==> config.mk <==
export PLATFORM = sky130hd
export DESIGN_NAME = alu_op_sequencer_flat
export DESIGN_NICKNAME = d
export VERILOG_FILES = /design/src/rtl/alu_op_sequencer_pkg.sv /design/src/rtl/alu_op_sequencer_if.sv /design/src/rtl/alu_simple_exec.sv /design/src/rtl/alu_op_sequencer.sv /design/src/flat_wrapper.sv
export SDC_FILE = /design/constraint.sdc
export NUM_CORES = 1
export LEC_CHECK = 0
export ABC_AREA = 1
export CAP_MARGIN = 20
export CORE_MARGIN = 2
export CORE_UTILIZATION = 50
export CTS_BUF_LIST = sky130_fd_sc_hd__clkbuf_4 sky130_fd_sc_hd__clkbuf_8 sky130_fd_sc_hd__clkbuf_16
export DETAILED_ROUTE_END_ITERATION = 10
export DONT_BUFFER_PORTS = 1
export GPL_TIMING_DRIVEN = 0
export PLACE_DENSITY = 0.67
export RECOVER_POWER = 50
export SYNTH_ARGS = -nofsm -noshare
export SYNTH_HDL_FRONTEND = slang
export SYNTH_SLANG_ARGS = --single-unit
==> constraint.sdc <==
create_clock -name clk -period 2.04 [get_ports clk]
set_input_delay 0.306 -clock clk [delete_from_list [all_inputs] [get_ports clk]]
set_output_delay 0.306 -clock clk [all_outputs]
set_load 0.02 [all_outputs]
==> src/rtl/alu_op_sequencer_pkg.sv <==
`default_nettype none
// ============================================================================
// Module : alu_seq_pkg
// Brief  : Opcodes, FSM states and flag indices for the ALU op sequencer.
// Rev    : 1.0  initial release
// ============================================================================
package alu_seq_pkg;

  localparam int DATA_W = 8;
  localparam int RES_W  = 16;
  localparam int FLG_W  = 6;

  localparam logic [2:0] OP_ADD = 3'b000;
  localparam logic [2:0] OP_SUB = 3'b001;
  localparam logic [2:0] OP_AND = 3'b010;
  localparam logic [2:0] OP_OR  = 3'b011;
  localparam logic [2:0] OP_XOR = 3'b100;
  localparam logic [2:0] OP_DIV = 3'b101;

  typedef enum logic [1:0] {
    IDLE   = 2'd0,
    LAUNCH = 2'd1,
    WAIT   = 2'd2,
    OUT    = 2'd3
  } state_t;

  localparam int FLG_Z   = 0;
  localparam int FLG_N   = 1;
  localparam int FLG_C   = 2;
  localparam int FLG_V   = 3;
  localparam int FLG_DZ  = 4;
  localparam int FLG_ERR = 5;

endpackage
`default_nettype wire

==> src/rtl/alu_op_sequencer_if.sv <==
`default_nettype none
// ============================================================================
// Module : alu_seq_if
// Brief  : Request, divider and result handshake bundle of the sequencer.
// Rev    : 1.0  initial release
// ============================================================================
interface alu_seq_if;
  import alu_seq_pkg::*;

  logic              req_valid;
  logic              req_ready;
  logic [2:0]        req_op;
  logic [DATA_W-1:0] req_a;
  logic [DATA_W-1:0] req_b;
  logic              div_start;
  logic [DATA_W-1:0] div_a;
  logic [DATA_W-1:0] div_b;
  logic [RES_W-1:0]  div_quotient;
  logic              div_done;
  logic              res_valid;
  logic              res_ready;
  logic [RES_W-1:0]  res_data;
  logic [FLG_W-1:0]  res_flags;

  modport slave (
    input  req_valid, req_op, req_a, req_b, div_quotient, div_done, res_ready,
    output req_ready, div_start, div_a, div_b, res_valid, res_data, res_flags
  );

  modport master (
    output req_valid, req_op, req_a, req_b, div_quotient, div_done, res_ready,
    input  req_ready, div_start, div_a, div_b, res_valid, res_data, res_flags
  );

endinterface
`default_nettype wire

==> src/rtl/alu_simple_exec.sv <==
`default_nettype none
// ============================================================================
// Module : alu_simple_exec
// Brief  : Combinational single-cycle ALU (ADD/SUB/AND/OR/XOR) with Z/N/C/V.
// Rev    : 1.0  initial release
// ============================================================================
module alu_simple_exec
  import alu_seq_pkg::*;
(
  input  logic [2:0]        i_op,
  input  logic [DATA_W-1:0] i_a,
  input  logic [DATA_W-1:0] i_b,
  output logic [RES_W-1:0]  o_result,
  output logic              o_z,
  output logic              o_n,
  output logic              o_c,
  output logic              o_v
);

  logic [DATA_W:0]   w_sum;
  logic [DATA_W:0]   w_diff;
  logic [DATA_W-1:0] w_r8;

  always_comb begin
    w_sum  = {1'b0, i_a} + {1'b0, i_b};
    w_diff = {1'b0, i_a} - {1'b0, i_b};
    w_r8   = '0;
    o_c    = 1'b0;
    o_v    = 1'b0;
    case (i_op)
      OP_ADD: begin
        w_r8 = w_sum[DATA_W-1:0];
        o_c  = w_sum[DATA_W];
        o_v  = (i_a[7] == i_b[7]) && (w_sum[7] != i_a[7]);
      end
      OP_SUB: begin
        // Bit 8 of the 9-bit difference is the unsigned borrow (a < b)
        w_r8 = w_diff[DATA_W-1:0];
        o_c  = w_diff[DATA_W];
        o_v  = (i_a[7] != i_b[7]) && (w_diff[7] != i_a[7]);
      end
      OP_AND:  w_r8 = i_a & i_b;
      OP_OR:   w_r8 = i_a | i_b;
      OP_XOR:  w_r8 = i_a ^ i_b;
      default: w_r8 = '0;
    endcase
    o_result = {{(RES_W-DATA_W){w_r8[DATA_W-1]}}, w_r8};
    o_z      = (o_result == '0);
    o_n      = o_result[RES_W-1];
  end

endmodule
`default_nettype wire

==> src/rtl/alu_op_sequencer.sv <==
`default_nettype none
// ============================================================================
// Module : alu_op_sequencer
// Brief  : Accepts ALU requests, runs simple ops inline, dispatches DIV.
// Rev    : 1.0  initial release
// ============================================================================
module alu_op_sequencer
  import alu_seq_pkg::*;
#(
  parameter int DIV_TIMEOUT = 32
)(
  input  logic       clk,
  input  logic       reset,
  alu_seq_if.slave   bus
);

  localparam int              CNT_W   = (DIV_TIMEOUT > 1) ? $clog2(DIV_TIMEOUT) : 1;
  localparam logic [CNT_W-1:0] CNT_MAX = CNT_W'(DIV_TIMEOUT - 1);

  state_t              r_state;
  state_t              w_state_nxt;
  logic [DATA_W-1:0]   r_a;
  logic [DATA_W-1:0]   r_b;
  logic [CNT_W-1:0]    r_cnt;
  logic [RES_W-1:0]    r_res_data;
  logic [FLG_W-1:0]    r_res_flags;

  logic                w_req_ready;
  logic                w_latch;
  logic                w_cnt_clr;
  logic                w_cnt_inc;
  logic                w_div_start;
  logic                w_res_load;
  logic [RES_W-1:0]    w_res_data_nxt;
  logic [FLG_W-1:0]    w_res_flags_nxt;

  logic [RES_W-1:0]    w_exec_result;
  logic                w_exec_z;
  logic                w_exec_n;
  logic                w_exec_c;
  logic                w_exec_v;

  alu_simple_exec u_exec (
    .i_op     (bus.req_op),
    .i_a      (bus.req_a),
    .i_b      (bus.req_b),
    .o_result (w_exec_result),
    .o_z      (w_exec_z),
    .o_n      (w_exec_n),
    .o_c      (w_exec_c),
    .o_v      (w_exec_v)
  );

  assign w_req_ready = (r_state == IDLE) && !reset;

  always_ff @(posedge clk) begin
    if (reset) r_state <= IDLE;
    else       r_state <= w_state_nxt;
  end

  always_comb begin
    w_state_nxt     = r_state;
    w_latch         = 1'b0;
    w_cnt_clr       = 1'b0;
    w_cnt_inc       = 1'b0;
    w_div_start     = 1'b0;
    w_res_load      = 1'b0;
    w_res_data_nxt  = '0;
    w_res_flags_nxt = '0;
    case (r_state)
      IDLE: begin
        if (bus.req_valid && w_req_ready) begin
          w_latch = 1'b1;
          if (bus.req_op == OP_DIV && bus.req_b != '0) begin
            w_state_nxt = LAUNCH;
          end else begin
            w_state_nxt = OUT;
            w_res_load  = 1'b1;
            if (bus.req_op == OP_DIV) begin
              w_res_flags_nxt[FLG_DZ] = 1'b1;
              w_res_flags_nxt[FLG_Z]  = 1'b1;
            end else begin
              w_res_data_nxt           = w_exec_result;
              w_res_flags_nxt[FLG_Z]   = w_exec_z;
              w_res_flags_nxt[FLG_N]   = w_exec_n;
              w_res_flags_nxt[FLG_C]   = w_exec_c;
              w_res_flags_nxt[FLG_V]   = w_exec_v;
              w_res_flags_nxt[FLG_ERR] = (bus.req_op > OP_DIV);
            end
          end
        end
      end
      LAUNCH: begin
        w_div_start = 1'b1;
        w_cnt_clr   = 1'b1;
        w_state_nxt = WAIT;
      end
      WAIT: begin
        // A completion on the final counted cycle still wins over the timeout
        if (bus.div_done) begin
          w_state_nxt            = OUT;
          w_res_load             = 1'b1;
          w_res_data_nxt         = bus.div_quotient;
          w_res_flags_nxt[FLG_Z] = (bus.div_quotient == '0);
          w_res_flags_nxt[FLG_N] = bus.div_quotient[RES_W-1];
        end else if (r_cnt == CNT_MAX) begin
          w_state_nxt              = OUT;
          w_res_load               = 1'b1;
          w_res_flags_nxt[FLG_ERR] = 1'b1;
          w_res_flags_nxt[FLG_Z]   = 1'b1;
        end else begin
          w_cnt_inc = 1'b1;
        end
      end
      OUT: begin
        if (bus.res_ready) w_state_nxt = IDLE;
      end
      default: w_state_nxt = IDLE;
    endcase
  end

  always_ff @(posedge clk) begin
    if (reset) begin
      r_a         <= '0;
      r_b         <= '0;
      r_cnt       <= '0;
      r_res_data  <= '0;
      r_res_flags <= '0;
    end else begin
      if (w_latch) begin
        r_a <= bus.req_a;
        r_b <= bus.req_b;
      end
      if (w_cnt_clr)      r_cnt <= '0;
      else if (w_cnt_inc) r_cnt <= r_cnt + CNT_W'(1);
      if (w_res_load) begin
        r_res_data  <= w_res_data_nxt;
        r_res_flags <= w_res_flags_nxt;
      end
    end
  end

  assign bus.req_ready = w_req_ready;
  assign bus.div_start = w_div_start;
  assign bus.div_a     = r_a;
  assign bus.div_b     = r_b;
  assign bus.res_valid = (r_state == OUT);
  assign bus.res_data  = r_res_data;
  assign bus.res_flags = r_res_flags;

endmodule
`default_nettype wire

==> src/flat_wrapper.sv <==
// flat-port wrapper written by rule: the top's interface ports become plain ports
module alu_op_sequencer_flat import alu_seq_pkg::*;
#(
  parameter int DIV_TIMEOUT = 32
)
  (clk, reset, bus_req_valid, bus_req_op, bus_req_a, bus_req_b, bus_div_quotient, bus_div_done, bus_res_ready, bus_req_ready, bus_div_start, bus_div_a, bus_div_b, bus_res_valid, bus_res_data, bus_res_flags);
  alu_seq_if bus_i ();
  input  logic clk;
  input  logic reset;
  input wire logic [$bits(bus_i.req_valid)-1:0] bus_req_valid;
  input wire logic [$bits(bus_i.req_op)-1:0] bus_req_op;
  input wire logic [$bits(bus_i.req_a)-1:0] bus_req_a;
  input wire logic [$bits(bus_i.req_b)-1:0] bus_req_b;
  input wire logic [$bits(bus_i.div_quotient)-1:0] bus_div_quotient;
  input wire logic [$bits(bus_i.div_done)-1:0] bus_div_done;
  input wire logic [$bits(bus_i.res_ready)-1:0] bus_res_ready;
  output wire logic [$bits(bus_i.req_ready)-1:0] bus_req_ready;
  output wire logic [$bits(bus_i.div_start)-1:0] bus_div_start;
  output wire logic [$bits(bus_i.div_a)-1:0] bus_div_a;
  output wire logic [$bits(bus_i.div_b)-1:0] bus_div_b;
  output wire logic [$bits(bus_i.res_valid)-1:0] bus_res_valid;
  output wire logic [$bits(bus_i.res_data)-1:0] bus_res_data;
  output wire logic [$bits(bus_i.res_flags)-1:0] bus_res_flags;
  assign bus_i.req_valid = bus_req_valid;
  assign bus_i.req_op = bus_req_op;
  assign bus_i.req_a = bus_req_a;
  assign bus_i.req_b = bus_req_b;
  assign bus_i.div_quotient = bus_div_quotient;
  assign bus_i.div_done = bus_div_done;
  assign bus_i.res_ready = bus_res_ready;
  assign bus_req_ready = bus_i.req_ready;
  assign bus_div_start = bus_i.div_start;
  assign bus_div_a = bus_i.div_a;
  assign bus_div_b = bus_i.div_b;
  assign bus_res_valid = bus_i.res_valid;
  assign bus_res_data = bus_i.res_data;
  assign bus_res_flags = bus_i.res_flags;
  alu_op_sequencer #(.DIV_TIMEOUT(DIV_TIMEOUT)) u_core (.clk(clk), .reset(reset), .bus(bus_i));
endmodule
; After elaboration in Yosys (flattened, before gate mapping)
; Index checks and enable logic that the tools add are counted.
[op_classes]
reduce_logical = 13
muxes = 37
eq_ne = 16
order_cmp = 1
addsub = 3
bitwise_logic = 3
[op_table]
columns = operator, count
row1 = $mux 16, 4
row2 = $pmux 8 s5, 1
row3 = $logic_not 16->1, 2
row4 = $pmux 16 s2, 1
row5 = $mux 1, 16
row6 = $mux 6, 2
row7 = $mux 2, 5
row8 = $add 8x8->9, 1
row9 = $sub 8x8->9, 1
row10 = $and 8x8->8, 1
row11 = $or 8x8->8, 1
row12 = $pmux 1 s2, 4
row13 = $pmux 2 s4, 1
row14 = $reduce_bool 8->1, 1
row15 = $xor 8x8->8, 1
row16 = $eq 3x2->1 const B, 2
row17 = $eq 3x3->1 const B, 2
row18 = $mux 3, 2
row19 = $add 5x1->5 const B, 1
row20 = $eq 5x5->1 const B, 1
row21 = $logic_and 1x1->1, 5
row22 = $eq 2x2->1 const B, 2
row23 = $ne 2x2->1 const B, 2
row24 = $pmux 2 s2, 1
row25 = 11 further kinds, 13
[totals]
elab_cells = 79
regBits = 45
output_inout_bits = 41
in_bits = 40

; Logic depth before layout (Yosys ltp)
[logic_depth]
word_depth = 8
mapped_depth = 15
depth_no_buf = 15

; By module
; A second synthesis with hierarchy kept.
[hier_totals]
hier_cells = 525
area_unflattened_um2 = 3499.6
[modules_own_cells]
columns = module, area_per_inst_um2, cells_per_inst, instances, seq_area_each_um2
row1 = alu_op_sequencer, 2167.1, 292, 1, 900.9
row2 = alu_simple_exec, 1332.5, 233, 1, 0.0

; Worst setup path after synthesis
; No wires, ideal clock.
[synth_path]
path_kind = reg2reg
startpoint = register u_core.r_state[0]
endpoint = register u_core.r_res_data[1] (netlist: u_core.bus.res_data[1])
setup_time_ns = 0.110
stages_incl_launch_ff = 15
n_path_buf = 1
required_time_ns = 1.930
synth_period_minus_slack_ns = 1.871
t_arrival_ns = 1.761
setup_slack_ns = 0.169
cell_sequence = dfxtp_1 inv_1 ha_1 inv_1 nor2_1 nand2_1 inv_2 nand2_1 nand2_1 inv_2 buf_2 nand2_1 nand2_1 nand2_1 inv_1
[synth_via]
elab_chain_cells = 5
word_cells_on_any_way = 8
cone_classes = eq/ne: 1 / mux: 4 / reduce/logical: 3
[synth_lines]
columns = element, line_no
row1 = "start, declared", alu_op_sequencer.sv:20  ; state_t r_state;
row2 = "start signal, assigned", alu_op_sequencer.sv:58  ; else r_state <= w_state_nxt;
row3 = $logic_not 2->1 *, alu_op_sequencer.sv:54  ; assign w_req_ready = (r_state == IDLE) && !reset;
row4 = $logic_and 1x1->1 *, alu_op_sequencer.sv:54
row5 = via bus_req_ready, flat_wrapper.sv:17  ; output wire logic [$bits(bus_i.req_ready)-1:0] bus_req_ready;
row6 = $logic_and 1x1->1 *, alu_op_sequencer.sv:72  ; if (bus.req_valid && w_req_ready) begin
row7 = $mux 16 / $mux 1 (equally long branches), alu_op_sequencer.sv:72
row8 = $pmux 16 s2 / $pmux 1 s2 (equally long branches), alu_op_sequencer.sv:70  ; case (r_state)
row9 = "end signal, assigned", alu_op_sequencer.sv:137  ; r_res_data <= w_res_data_nxt;
row10 = "end, declared", alu_op_sequencer.sv:25  ; logic [RES_W-1:0] r_res_data;
; Mark *: on every way through the listed nets, which the timed path passes. The rest lies on a longest branch.
; A chain may end at the register's enable or synchronous reset.

; Worst setup path in the final report
[layout_path]
startpoint = register u_core.r_state[0]
endpoint = register u_core.r_res_data[11] (netlist: u_core.bus.res_data[11])
; The elaborated chain is that of the path after synthesis.

==> metrics.yaml <==
drcViolationCount: 0
power.clock.fraction: 0.235
crit_arrival_ns: 2.10
core_area_mm2: 0.006277
yosys.area_share.adder: 0.1339
vias_in_the_first_global_route: 2877
setup_slack_ns: 0.1681
final_hold_violations: 0
critical_path.startpoint_type: "flip-flop"
routabilityCongestion: 0.9511
die_area_mm2: 0.007047
crit-reg2reg-launch: "u_core.r_state[0]"
syn_inst: 451
p_sw_mw: 1.155
synth_simple_gate_area_share: 0.3136
crit_path_cell_trace: "inv_1 -> ha_1 -> inv_1 -> nor2_4 -> nand2_2 -> inv_2 -> nand2_1 -> nand2_1 -> inv_2 -> buf_2 -> nand2_1 -> a31oi_2"
cts.htree.levels: 2
die-height_um: 83.95
cts_sinks: 44
internal_power_mw: 1.690
synth_sequential_area_ratio: 0.2756
number_of_filler_cells_placed_in_the_layout: 627
synthXorXnorAreaFrac: 0.002741
routed_wirelength_um: 8251
root_buffer: "clkbuf_8"
pin_count: 81
placement.io_buffers: 0
finish.instance_area_mm2: 0.003428
post_drt_via_cell_ratio: 5.605
detailed_place.area_mm2: 0.003292
tritoncts_clock_tree: "built"
min_period_over_period: 0.9176
grt_max_degree: 15
rrSetupSlack_ns: 0.17
yosys_warnings: 0
critPathRequiredTime_ns: 2.26
ys_top_cells_by_count: "97 x nand2_1, 49 x inv_1, 44 x dfxtp_1"
final_core_util: 0.5461
synth_top_area_share: 0.2756
grt_first_pass_wirelength_um: 13810
fin_worst_hold_slack_ns: 0.1752
r2r_end: "u_core.bus.res_data[11]"
asyncSetResetFlopFracSynth: 0
skew_ns: 0.003634
synth.most_common_cell: "nand2_1"
clk_transition_reported_paths_ns: 0.08
all_layer_gr_usage: 0.2399
final.setup.tns_ns: 0
yosys-top-cells-area: "dfxtp_1 28%, ha_1 12%, nand2_1 11%"
syn_to_final_growth_pct: 7.283
timing.max_cap.violations: 0
setup-violations-final: 0
synthFlopType: "dfxtp_1"
final_nets: 532
cell_type_contributing_the_most_total_cell_area_after_synthesis: "dfxtp_1"
rsz_0062_raised_after_global_routing: "true"
numCtsBuffers: 5
timing.critical_path.mode_cell: "nand2_1"
row_count: 29
start_util: 0.5091
worstSetupPathType: "reg -> reg"
complex_gate_fraction_of_the_synthesized_area: 0.1731
run_status: "completed"
initial_antenna_violation_count: 0
overflow: 0
cts_hold_buffers: 0
hold-path-endpoint: "u_core.bus.res_data[4]"
timing.critical_path.slowest_cell_delay_ns: 0.36
number_of_inserted_diodes: 0
fin_cells: 537
synth_edf_count: 0
seq_power_share: 0.449
netSwitchingFraction: 0.4060
worstRegToRegCells: 12
syn_area_per_cell_um2: 7.086
main_combinational_cell_family_by_area_after_synthesis: "simple AND/OR/NAND/NOR gates"
hpwl_um: 6642
hold_start: "bus_div_quotient[4]"
yosys_register_bits: 44
drtPass1Iterations: 4
tightest_slew_ns: 0.6249
place_ws_ns: -0.09267
power_density_mw_per_mm2: 829.9
place.detailed.instances: 528
period_needed_ns: 1.872
cts_max_path_buffers: 2
fmax_ghz: 0.5342
dr_total_vias: 3010
synthesis.area_mm2: 0.003196
setup.worst_path.end_class: "flip-flop"
power_total_mw: 2.845
synth.mux.area_fraction: 0
p_leak_nw: 1.527
die_width_um: 83.95
power.ir.vdd_worst_mv: 0.8368
remaining_antenna_violation_count: 0
hold_path.class: "in -> reg"
timing.critical_path.fanout_max: 10
timing.critical_path.slowest_stage_cell: "dfxtp_1"
rel_slew_slack: 0.5834
mappedNetlistNets: 524
post_synth_num_cell_types: 45
clkLatencyLatePin_ns: 0.30
report.final.slew_viol_count: 0
drt-wirelength-per-cell_um: 15.36
drt_iter0_drc: 119
hold-path-cell-count: 2
share_comb_of_total_power: 0.316
final_layout_size_suffix_gt1_frac: 0.1370
placed cells by master (no fill, tap or decap), types with 3 or more instances in the layout:
master	synthesis	layout
a21oi_1	25	25
a22oi_1	3	3
a31oi_1	3	3
a31oi_2	9	9
buf_2	4	3
buf_4	4	4
clkbuf_1	7	8
clkbuf_8	0	5
dfxtp_1	44	44
ha_1	31	30
inv_1	49	49
inv_2	7	7
nand2_1	97	96
nand2_2	4	5
nand3_1	41	41
nand3_2	5	5
nand4_1	8	8
nor2_1	38	37
nor2_2	3	3
nor2_4	2	3
nor3_1	4	4
nor4_1	4	4
o21ai_0	29	29
cells by family (layout without fill, tap and decap cells):
kind of cell	after synthesis	in the layout
AO/OA/AOI/OAI	83	83
XOR/XNOR	1	1
adder cells (fa/ha/maj)	33	33
buffers and inverters	77	86
flip-flops	44	44
AND/OR/NAND/NOR	213	213
per-layer routing:
metal  GRT usage  part of all wire  vias up
met5           0                 0        -
met4     0.08504             0.022        0
met3     0.06133             0.079       13
met2      0.3964              0.46      102
met1      0.3025              0.43     1387
li1            -                 -     1508
repair_timing:
item | 4_1_cts | 5_1_grt
buffers inserted | 0 | 1
gates resized for setup | 1 | 5
pin swaps | 0 | 1
setup endpoints to repair | 21 | 23
worst max-delay path by stage:
stage | startpoint | to | slack, ns
finish | u_core.r_state[0] | u_core.bus.res_data[11] | 0.17
global route | u_core.r_state[0] | u_core.bus.res_data[2] | -0.008
CTS | u_core.r_state[0] | u_core.bus.res_data[11] | 0.05
detailed placement | u_core.r_state[0] | u_core.bus.res_data[15] | -0.09
global placement | u_core.r_state[0] | u_core.bus.res_data[11] | -0.07
floorplan | u_core.r_state[0] | u_core.bus.res_data[1] | 0.17
layout make-up:
type,count,area (um^2),area share
sequential,44,880.8,0.2569
clock inverter,3,42.54,0.01241
inverter,60,230.2,0.06715
buffer,17,91.34,0.02664
multi-input combinational,330,2011,0.5865
clock buffer,5,68.82,0.02007
timing repair buffer,1,7.507,0.002190
tap,77,96.34,0.02810
registers in the layout, indices dropped and copies added (netlist names):
signal and count:
u_core.bus.res_data 16, u_core.bus.div_b 8, u_core.bus.div_a 8, u_core.bus.res_flags 5, u_core.r_cnt 5, u_core.r_state 2
power groups by stage:
stage	combinational (mW)	clock [mW]	sequential, mW
2_1_floorplan	0.702	0	1.27
6_report	0.899	0.668	1.28
4_1_cts	0.875	0.671	1.28
5_1_grt	1.02	0.709	1.30
3_3_place_gp	0.846	0	1.30
3_5_place_dp	0.866	0	1.30
worst max-delay path: cells and delay by family (launching register included):
kind / cells / cell delay [ns]
AND/OR/NAND/NOR: 5 / 0.45
buffers and inverters: 5 / 0.58
adder cells (fa/ha/maj): 1 / 0.24
AO/OA/AOI/OAI: 1 / 0.17
flip-flops: 1 / 0.36
No activity file was read; power rests on OpenSTA's default activity.
